**config.mk**
```make
export PLATFORM = sky130hd
export DESIGN_NAME = pump_pair_scheduler
export DESIGN_NICKNAME = d
export VERILOG_FILES = /design/src/rtl/pump_pair_scheduler.sv
export SDC_FILE = /design/constraint.sdc
export NUM_CORES = 1
export LEC_CHECK = 0
export BUFFER_PORTS_ARGS = -buffer_cell sky130_fd_sc_hd__buf_4
export CORE_MARGIN = 3
export CORE_UTILIZATION = 55
export DETAILED_ROUTE_END_ITERATION = 16
export GPL_TIMING_DRIVEN = 0
export MAX_ROUTING_LAYER = met4
export PLACE_DENSITY = 0.75
export SETUP_SLACK_MARGIN = 0.4
export SLEW_MARGIN = 20
export SYNTH_ARGS = -nofsm -noshare
export SYNTH_HDL_FRONTEND = slang
export SYNTH_SLANG_ARGS = --single-unit
export TNS_END_PERCENT = 50
```
**constraint.sdc**
```tcl
create_clock -name Clock -period 2.7 [get_ports Clock]
set_clock_uncertainty 0.2 [all_clocks]
set_input_delay 0.135 -clock Clock [delete_from_list [all_inputs] [get_ports Clock]]
set_output_delay 0.135 -clock Clock [all_outputs]
set_load 0.01 [all_outputs]
```
**src/rtl/pump_pair_scheduler.sv**
```systemverilog
// Purpose: runs none, one or both of a pump pair from high/low level sensors, alternating lead pump per fill cycle.
// Latency: one cycle; every output is registered and reflects the inputs sampled at the previous rising Clock edge.
// Backpressure: none; sensors and faults are sampled every cycle and the block never stalls.
//
// Ports:
//   Clock         system clock, rising edge
//   R             synchronous active-high reset; dominates everything, no minimum run honoured
//   S, I          high-level / low-level sensors (1 = water at or above that sensor)
//   F1, F2        pump faults (1 = pump unavailable, never driven)
//   B1, B2        pump drives
//   Lead          pump to start next (0 = pump 1, 1 = pump 2)
//   Alarm         sensor inconsistency, or demand with no healthy pump
module pump_pair_scheduler #(
    parameter int MIN_ON      = 8,
    parameter int START_DELAY = 2,
    parameter int CNT_W       = 8
) (
    input  logic Clock,
    input  logic R,
    input  logic S,
    input  logic I,
    input  logic F1,
    input  logic F2,
    output logic B1,
    output logic B2,
    output logic Lead,
    output logic Alarm
);

    typedef enum logic [1:0] {
        IDLE = 2'd0,
        RUN1 = 2'd1,
        RUN2 = 2'd2,
        ERR  = 2'd3
    } state_t;

    localparam logic [CNT_W-1:0] MIN_ON_C = CNT_W'(MIN_ON);
    localparam logic [CNT_W-1:0] START_C  = CNT_W'(START_DELAY);
    localparam logic [CNT_W-1:0] ONE_C    = CNT_W'(1);

    state_t           state, state_nx;
    logic             active, active_nx;   // 0 = pump 1 leads the current run
    logic             lead_nx, alarm_nx, b1_nx, b2_nx;
    logic [CNT_W-1:0] min_cnt, min_nx;
    logic [CNT_W-1:0] stag_cnt, stag_nx;

    // Demand decode: S=0 means at least one pump wanted, S=0 & I=0 means both.
    logic sens_err, dem_any, dem_two;
    assign sens_err = S & ~I;
    assign dem_any  = ~S;
    assign dem_two  = ~S & ~I;

    logic act_ok, oth_ok, lead_ok, lead_oth_ok;
    assign act_ok      = active ? ~F2 : ~F1;
    assign oth_ok      = active ? ~F1 : ~F2;
    assign lead_ok     = Lead   ? ~F2 : ~F1;
    assign lead_oth_ok = Lead   ? ~F1 : ~F2;

    // min_inc counts the cycle being closed by this edge, so a pump started at
    // edge t sees min_done first at edge t+MIN_ON. Saturates at MIN_ON.
    logic [CNT_W-1:0] min_inc, stag_inc;
    logic             min_done;
    assign min_inc  = (min_cnt >= MIN_ON_C) ? MIN_ON_C : (min_cnt + ONE_C);
    assign min_done = (min_inc >= MIN_ON_C);
    assign stag_inc = stag_cnt + ONE_C;

    always_comb begin
        state_nx  = state;
        active_nx = active;
        lead_nx   = Lead;
        min_nx    = min_cnt;
        stag_nx   = stag_cnt;

        if (sens_err) begin
            // Sensor inconsistency overrides faults, demand and min-on.
            state_nx = ERR;
            min_nx   = '0;
            stag_nx  = '0;
        end else begin
            case (state)
                IDLE: begin
                    min_nx  = '0;
                    stag_nx = '0;
                    if (dem_any) begin
                        if (lead_ok) begin
                            state_nx  = RUN1;
                            active_nx = Lead;
                        end else if (lead_oth_ok) begin
                            state_nx  = RUN1;
                            active_nx = ~Lead;
                        end
                    end
                end

                RUN1: begin
                    if (!act_ok) begin
                        stag_nx = '0;
                        min_nx  = '0;
                        if (oth_ok) begin
                            // Failover: the survivor is treated as freshly started.
                            active_nx = ~active;
                        end else begin
                            state_nx = IDLE;
                        end
                    end else begin
                        min_nx = min_inc;
                        if (dem_two && oth_ok) begin
                            stag_nx = stag_inc;
                            if (stag_inc >= START_C) begin
                                state_nx = RUN2;
                                stag_nx  = '0;
                            end
                        end else begin
                            stag_nx = '0;
                            if (!dem_any && min_done) begin
                                state_nx = IDLE;
                                lead_nx  = ~active;
                                min_nx   = '0;
                            end
                        end
                    end
                end

                RUN2: begin
                    stag_nx = '0;
                    if (F1 && F2) begin
                        state_nx = IDLE;
                        min_nx   = '0;
                    end else if (!act_ok) begin
                        state_nx  = RUN1;
                        active_nx = ~active;
                        min_nx    = '0;
                    end else begin
                        // Lag fault or demand drop: lead keeps running on its original timer.
                        min_nx = min_inc;
                        if (!oth_ok || !dem_two) begin
                            state_nx = RUN1;
                        end
                    end
                end

                ERR: begin
                    min_nx   = '0;
                    stag_nx  = '0;
                    state_nx = IDLE;
                end

                default: begin
                    state_nx = IDLE;
                    min_nx   = '0;
                    stag_nx  = '0;
                end
            endcase
        end

        alarm_nx = (state_nx == ERR) | (dem_any & F1 & F2);
        b1_nx    = ((state_nx == RUN2) | ((state_nx == RUN1) & ~active_nx)) & ~F1;
        b2_nx    = ((state_nx == RUN2) | ((state_nx == RUN1) &  active_nx)) & ~F2;
    end

    always_ff @(posedge Clock) begin
        if (R) begin
            state    <= IDLE;
            active   <= 1'b0;
            Lead     <= 1'b0;
            Alarm    <= 1'b0;
            B1       <= 1'b0;
            B2       <= 1'b0;
            min_cnt  <= '0;
            stag_cnt <= '0;
        end else begin
            state    <= state_nx;
            active   <= active_nx;
            Lead     <= lead_nx;
            Alarm    <= alarm_nx;
            B1       <= b1_nx;
            B2       <= b2_nx;
            min_cnt  <= min_nx;
            stag_cnt <= stag_nx;
        end
    end

endmodule

```
== Yosys cells after proc, flatten, opt, wreduce, memory -nomap -nowiden ==
Cells that the tools add are included.

* Reductions and logical operators: 11
* Order comparisons: 3
* Bitwise operators: 20
* Add/subtract/negate cells: 2
* Muxes and demuxes: 37
* Equal/unequal tests: 6

{| class="wikitable"
|+ Operators by type and width
! kind !! count
|-
| 8-bit 2-to-1 mux || 9
|-
| 2-bit 2-to-1 mux || 12
|-
| 8-bit one-hot mux with 3 select lines || 1
|-
| 8-bit by 1-bit adder with 8-bit output, second input constant || 2
|-
| 8-bit by 4-bit greater-or-equal comparator with 1-bit output, second input constant || 2
|-
| 8-bit one-hot mux with 2 select lines || 1
|-
| 1-bit 2-to-1 mux || 12
|-
| 1-bit NOT || 9
|-
| 1-bit bitwise AND || 8
|-
| 2-bit equality test, second input constant || 4
|-
| 8-bit by 2-bit greater-or-equal comparator with 1-bit output, second input constant || 1
|-
| 2-bit one-hot mux with 4 select lines || 1
|-
| 5-bit AND reduction || 1
|-
| 2-bit by 1-bit equality test with 1-bit output, second input constant || 2
|-
| 2-bit OR reduction || 2
|-
| 1-bit logical AND || 3
|-
| 1-bit OR || 3
|-
| 1-bit one-hot mux with 3 select lines || 1
|-
| 3-bit OR reduction || 1
|-
| 1-bit zero test || 2
|-
| 2-bit zero test || 1
|-
| 1-bit logical OR || 1
|}

* Input port bits: 6
* Word-level logic and storage cells: 87
* Bits in registers: 23

== Longest topological paths before layout ==
* Depth in word-level cells: 13
* Mapped depth: 7

== Least setup slack after synthesis ==
Ideal clock, no wire load.

* Path type: flip-flop to flip-flop
* From: register min_cnt[5]
* To: register B1
* Stages on the path, launching flop included: 6
* Period minus slack after synthesis: 2.021 ns
* Library setup time: 0.092 ns
* Slack: 0.679 ns
* Data required time: 2.408 ns
* Path buffers: 0
* Data arrival time: 1.729 ns
* Cells stage by stage: dfxtp_1 -> or4_4 -> o311ai_4 -> nand4b_1 -> o221a_2 -> o32ai_1

* Cells in the longest elaborated chain, start to end: 13
* Elaborated cells on any way between the ends: 15
* Classes of those cells: 1 x add/sub; 2 x order compare; 2 x eq/ne; 6 x mux; 3 x bitwise; 1 x reduce/logical

{| class="wikitable"
|+ RTL lines
! element !! RTL line !! RTL
|-
| start: declaration || 44 || <nowiki>logic [CNT_W-1:0] min_cnt, min_nx;</nowiki>
|-
| start signal: assignment || 178 || <nowiki>min_cnt <= min_nx;</nowiki>
|-
| 8-bit by 1-bit adder with 8-bit output or 8-bit by 4-bit greater-or-equal comparator with 1-bit output (tied branches) || 63 || <nowiki>assign min_inc = (min_cnt >= MIN_ON_C) ? MIN_ON_C : (min_cnt + ONE_C);</nowiki>
|-
| 8-bit 2-to-1 mux * || 63 ||
|-
| 8-bit by 4-bit greater-or-equal comparator with 1-bit output * || 64 || <nowiki>assign min_done = (min_inc >= MIN_ON_C);</nowiki>
|-
| 1-bit logical AND * || 115 || <nowiki>if (!dem_any && min_done) begin</nowiki>
|-
| 2-bit 2-to-1 mux * || 115 ||
|-
| 2-bit 2-to-1 mux * || 107 || <nowiki>if (dem_two && oth_ok) begin</nowiki>
|-
| 2-bit 2-to-1 mux * || 96 || <nowiki>if (!act_ok) begin</nowiki>
|-
| 2-bit one-hot mux with 4 select lines * || 80 || <nowiki>case (state)</nowiki>
|-
| 2-bit 2-to-1 mux * || 74 || <nowiki>if (sens_err) begin</nowiki>
|-
| 2-bit by 1-bit equality test with 1-bit output || 157 || <nowiki>b1_nx = ((state_nx == RUN2) | ((state_nx == RUN1) & ~active_nx)) & ~F1;</nowiki>
|-
| 1-bit bitwise AND || 157 ||
|-
| 1-bit OR * || 157 ||
|-
| 1-bit bitwise AND * || 157 ||
|-
| end signal: assignment || 176 || <nowiki>B1 <= b1_nx;</nowiki>
|-
| end: declaration || 24 || <nowiki>output logic B1,</nowiki>
|}

Mark *: on every way between the ends. The rest lies on a longest branch, timed or not.
A chain may end at the register's enable or synchronous reset.

== Worst setup path after layout ==
* From: register min_cnt[5]
* To: register B2

* Cells in the longest elaborated chain, start to end: 13
* Elaborated cells on any way between the ends: 15
* Classes of those cells: 1 x add/sub; 2 x order compare; 2 x eq/ne; 6 x mux; 3 x bitwise; 1 x reduce/logical

{| class="wikitable"
|+ RTL lines
! element !! RTL line !! RTL
|-
| 8-bit by 1-bit adder with 8-bit output or 8-bit by 4-bit greater-or-equal comparator with 1-bit output (tied branches) || 63 ||
|-
| 8-bit 2-to-1 mux * || 63 ||
|-
| 8-bit by 4-bit greater-or-equal comparator with 1-bit output * || 64 ||
|-
| 1-bit logical AND * || 115 ||
|-
| 2-bit 2-to-1 mux * || 115 ||
|-
| 2-bit 2-to-1 mux * || 107 ||
|-
| 2-bit 2-to-1 mux * || 96 ||
|-
| 2-bit one-hot mux with 4 select lines * || 80 ||
|-
| 2-bit 2-to-1 mux * || 74 ||
|-
| 2-bit by 1-bit equality test with 1-bit output || 158 || <nowiki>b2_nx = ((state_nx == RUN2) | ((state_nx == RUN1) & active_nx)) & ~F2;</nowiki>
|-
| 1-bit bitwise AND || 158 ||
|-
| 1-bit OR * || 158 ||
|-
| 1-bit bitwise AND * || 158 ||
|-
| end signal: assignment || 177 || <nowiki>B2 <= b2_nx;</nowiki>
|-
| end: declaration || 25 || <nowiki>output logic B2,</nowiki>
|}

Marked as above.

==> flow_metrics.py <==
metrics = {
    "power": {
        "max-vdd-ir-drop_mv": 0.452,
        "static-leakage-power_nw": 0.491,
        "total_power_mw": 0.634,
        "cellPowerDensity_nw_per_um2": 528,
    },
    "worst_setup_path": {
        "critPathRequiredTime_ns": 2.72,
        "ff2ff_path_depth": 5,
        "cp-end-kind": "register",
        "regToRegSetupSlack_ns": 0.54,
        "timing.rr.start": "min_cnt[5]$_SDFF_PP0_",
        "crit-reg2reg-capture": "B2$_SDFF_PP0_",
        "critical_path_class": "register to register",
        "timing.critical_path.arrival_ns": 2.18,
        "setup.worst_path.start_class": "register",
        "worstPathMaxFanout": 4,
    },
    "route": {
        "detail-route-antenna-nets": 0,
        "violation_count_after_the_first_detailed_routing_iteration": 12,
        "post_drt_wl_per_cell_um": 12.4,
        "detail_route.drc_violations": 0,
        "final_routed_wirelength_um": 1910,
        "firstDrtPassIters": 4,
        "vias_per_cell": 5.44,
        "dr_total_vias": 837,
    },
    "yosys": {
        "synthDistinctLibCells": 39,
        "postSynth.topFlopCell": "dfxtp_1",
        "yosys.area.top_type_share_pct": 46.2,
        "yosys_warns": 0,
        "postSynthCellCount": 104,
        "avgSynthCellArea_sq_um": 9.59,
        "synth.top_cells.by_area": "dfxtp_1, ha_1, nor2_1",
        "synth.most_common_cell": "dfxtp_1",
        "ys_seq_area_share_pct": 46.2,
        "synth_common_cells": "dfxtp_1, nor2_1, inv_1, nand2_1",
        "async_reset_ff_share_pct": 0,
        "synth.ff_latch_count": 23,
        "number_of_flops_mapped_to_enable_cells_by_yosys": 0,
        "synthesis.area_sq_um": 997,
        "synth_top_cell_by_area": "dfxtp_1",
    },
    "timing": {
        "final_period_minus_worst_setup_slack_ns": 2.16,
        "rsz0062_at_grt": "no",
        "maxClockFrequency_ghz": 0.464,
        "timing.final.hold_violations": 0,
        "setup-violations-final": 0,
        "worst_slack_ns": 0.543,
        "timing_max_transition_violations_final": 0,
        "timing.setup.tns_ns": 0,
        "final.period_utilization_pct": 79.9,
    },
    "floorplan": {
        "die-area_sq_um": 2360,
        "fp.coreArea_sq_um": 1610,
        "initial_core_util_pct": 61.9,
        "die_width_um": 48.6,
        "floorplan.rows": 14,
        "die-height_um": 48.6,
        "io_pins": 10,
    },
    "global_routing": {
        "global_route_wire_length_before_repair_um": 3260,
        "globalRouteTotalUtil_pct": 18.2,
        "first_global_vias": 770,
        "antenna_violations_before_repair": 0,
        "pin_count_of_the_biggest_net_entering_global_routing": 13,
        "grt-ovfl-total": 0,
    },
    "placement": {
        "place.gp.congestion": 0.922,
        "place.detailed.hpwl_um": 1360,
        "port_buffers": 8,
        "dp_worst_setup_slack_ns": 0.532,
    },
    "final_layout": {
        "fill_cells": 120,
        "final_layout_size_suffix_gt1_share_pct": 14.6,
        "area_delta_synth_final_pct": 20.5,
        "design.final.nets": 141,
        "antenna-diode-count": 0,
    },
    "clock_tree": {
        "post-cts-setup-buffer-count": 0,
        "h-tree-depth": 1,
        "cts_made_buffers": 3,
        "cts.clk_slew.worst_paths_ns": 0.12,
        "worstSkewPairLatency_ns": 0.31,
        "cell_at_the_root_of_the_clock_tree": "clkbuf_4",
        "tritoncts": "yes",
        "tritoncts_num_sinks": 23,
        "cts_buffer_depth": 2,
    },
    "status": {
        "outcome": "finished clean",
    },
    "min_path": {
        "hold_end": "Alarm$_SDFF_PP0_",
        "min-delay-start": "S",
        "whs_path_depth": 2,
        "worst_min_path_class": "primary input to register",
    },
    "job": {
        "cap_viol_max_count": 0,
    },
}
report_power, final:
| group | switching [mW] | internal [mW] | total [mW] | leakage, nW |
|---|---|---|---|---|
| Sequential | 0.0171 | 0.360 | 0.377 | 0.191 |
| Clock | 0.101 | 0.0577 | 0.159 | 0.0150 |
| Combinational | 0.0494 | 0.0493 | 0.0987 | 0.285 |
| Total | 0.167 | 0.467 | 0.634 | 0.491 |
worst max-delay path by stage:
stage / start / to / slack [ns] / cells after the start
final: min_cnt[5]$_SDFF_PP0_ / B2$_SDFF_PP0_ / 0.54 / 5
after global placement: min_cnt[5]$_SDFF_PP0_ / B1$_SDFF_PP0_ / 0.55 / 5
after floorplan: min_cnt[5]$_SDFF_PP0_ / B1$_SDFF_PP0_ / 0.68 / 5
after detailed placement: min_cnt[5]$_SDFF_PP0_ / B2$_SDFF_PP0_ / 0.53 / 5
after global routing: stag_cnt[0]$_SDFF_PP0_ / B2$_SDFF_PP0_ / 0.39 / 7
after CTS: min_cnt[5]$_SDFF_PP0_ / B2$_SDFF_PP0_ / 0.50 / 5
placed cells by master (no fill, tap or decap), types with 3 or more instances in the layout:
cell type / instances
dfxtp_1: 23
conb_1: 11
nor2_1: 10
inv_1: 8
buf_4: 8
nand2_1: 5
and3_1: 4
o21ai_0: 4
a21oi_1: 4
ha_1: 4
dlygate4sd3_1: 4
nor3_1: 3
xnor2_1: 3
a31oi_1: 3
or3_1: 3
o32ai_1: 3
clkbuf_4: 3
timing repair:
item | CTS | global route
setup endpoints to repair | 0 | 2
endpoints found under the hold margin | 5 | 0
hold buffers | 4 | 0
resized for setup | 0 | 2
routing by layer:
metal | vias up | wire [um] | GRT usage [%] | share of wire [%]
met5 | - | 0 | - | 0
met4 | 0 | 32 | 10.4 | 1.7
met3 | 6 | 104 | 4.29 | 5.4
met2 | 27 | 968 | 29.6 | 51
met1 | 378 | 806 | 20.5 | 42
li1 | 426 | - | - | -
state kept, by name, indices dropped and copies added (netlist names):
register / cells
Alarm: 1
B1: 1
B2: 1
Lead: 1
active: 1
min_cnt: 8
stag_cnt: 8
state: 2
critical path: stages, from the launching register on:
cell	delay, ns
dfxtp_1	0.32
or4_4	0.55
o311ai_4	0.27
nand4b_1	0.16
o221a_2	0.32
o32ai_1	0.24
per-stage QoR:
stage	instance area [sq um]	hold slack, ns	std cells	utilization, %
after floorplan	1030	0.00407	114	-
after global placement	1120	0.157	146	69.8
after detailed placement	1120	0.170	146	69.8
after CTS	1190	0.164	154	73.9
after global routing	1200	0.187	154	74.5
final	1200	0.171	154	74.5
final cells by class:
cell class	count	area [sq um]	area share (%)
Multi-Input combinational cell	82	551	45.8
Sequential cell	23	460	38.3
Timing Repair Buffer	12	100	8.33
Inverter	8	30.0	2.50
Tap cell	24	30.0	2.50
Clock buffer	4	26.3	2.19
Buffer	1	3.75	0.313
cell families after synthesis:
group,after synthesis,synth area share [%]
muxes,2,2.13
AOI/OAI and AO/OA,25,19.7
and+or+nand+nor,36,19.7
buffers and inverters,9,3.39
other,1,0.376
xor gates and xnor gates,4,3.51
DFF,23,46.2
adders and majority gates,4,5.02
No activity file was read; power rests on OpenSTA's default activity.
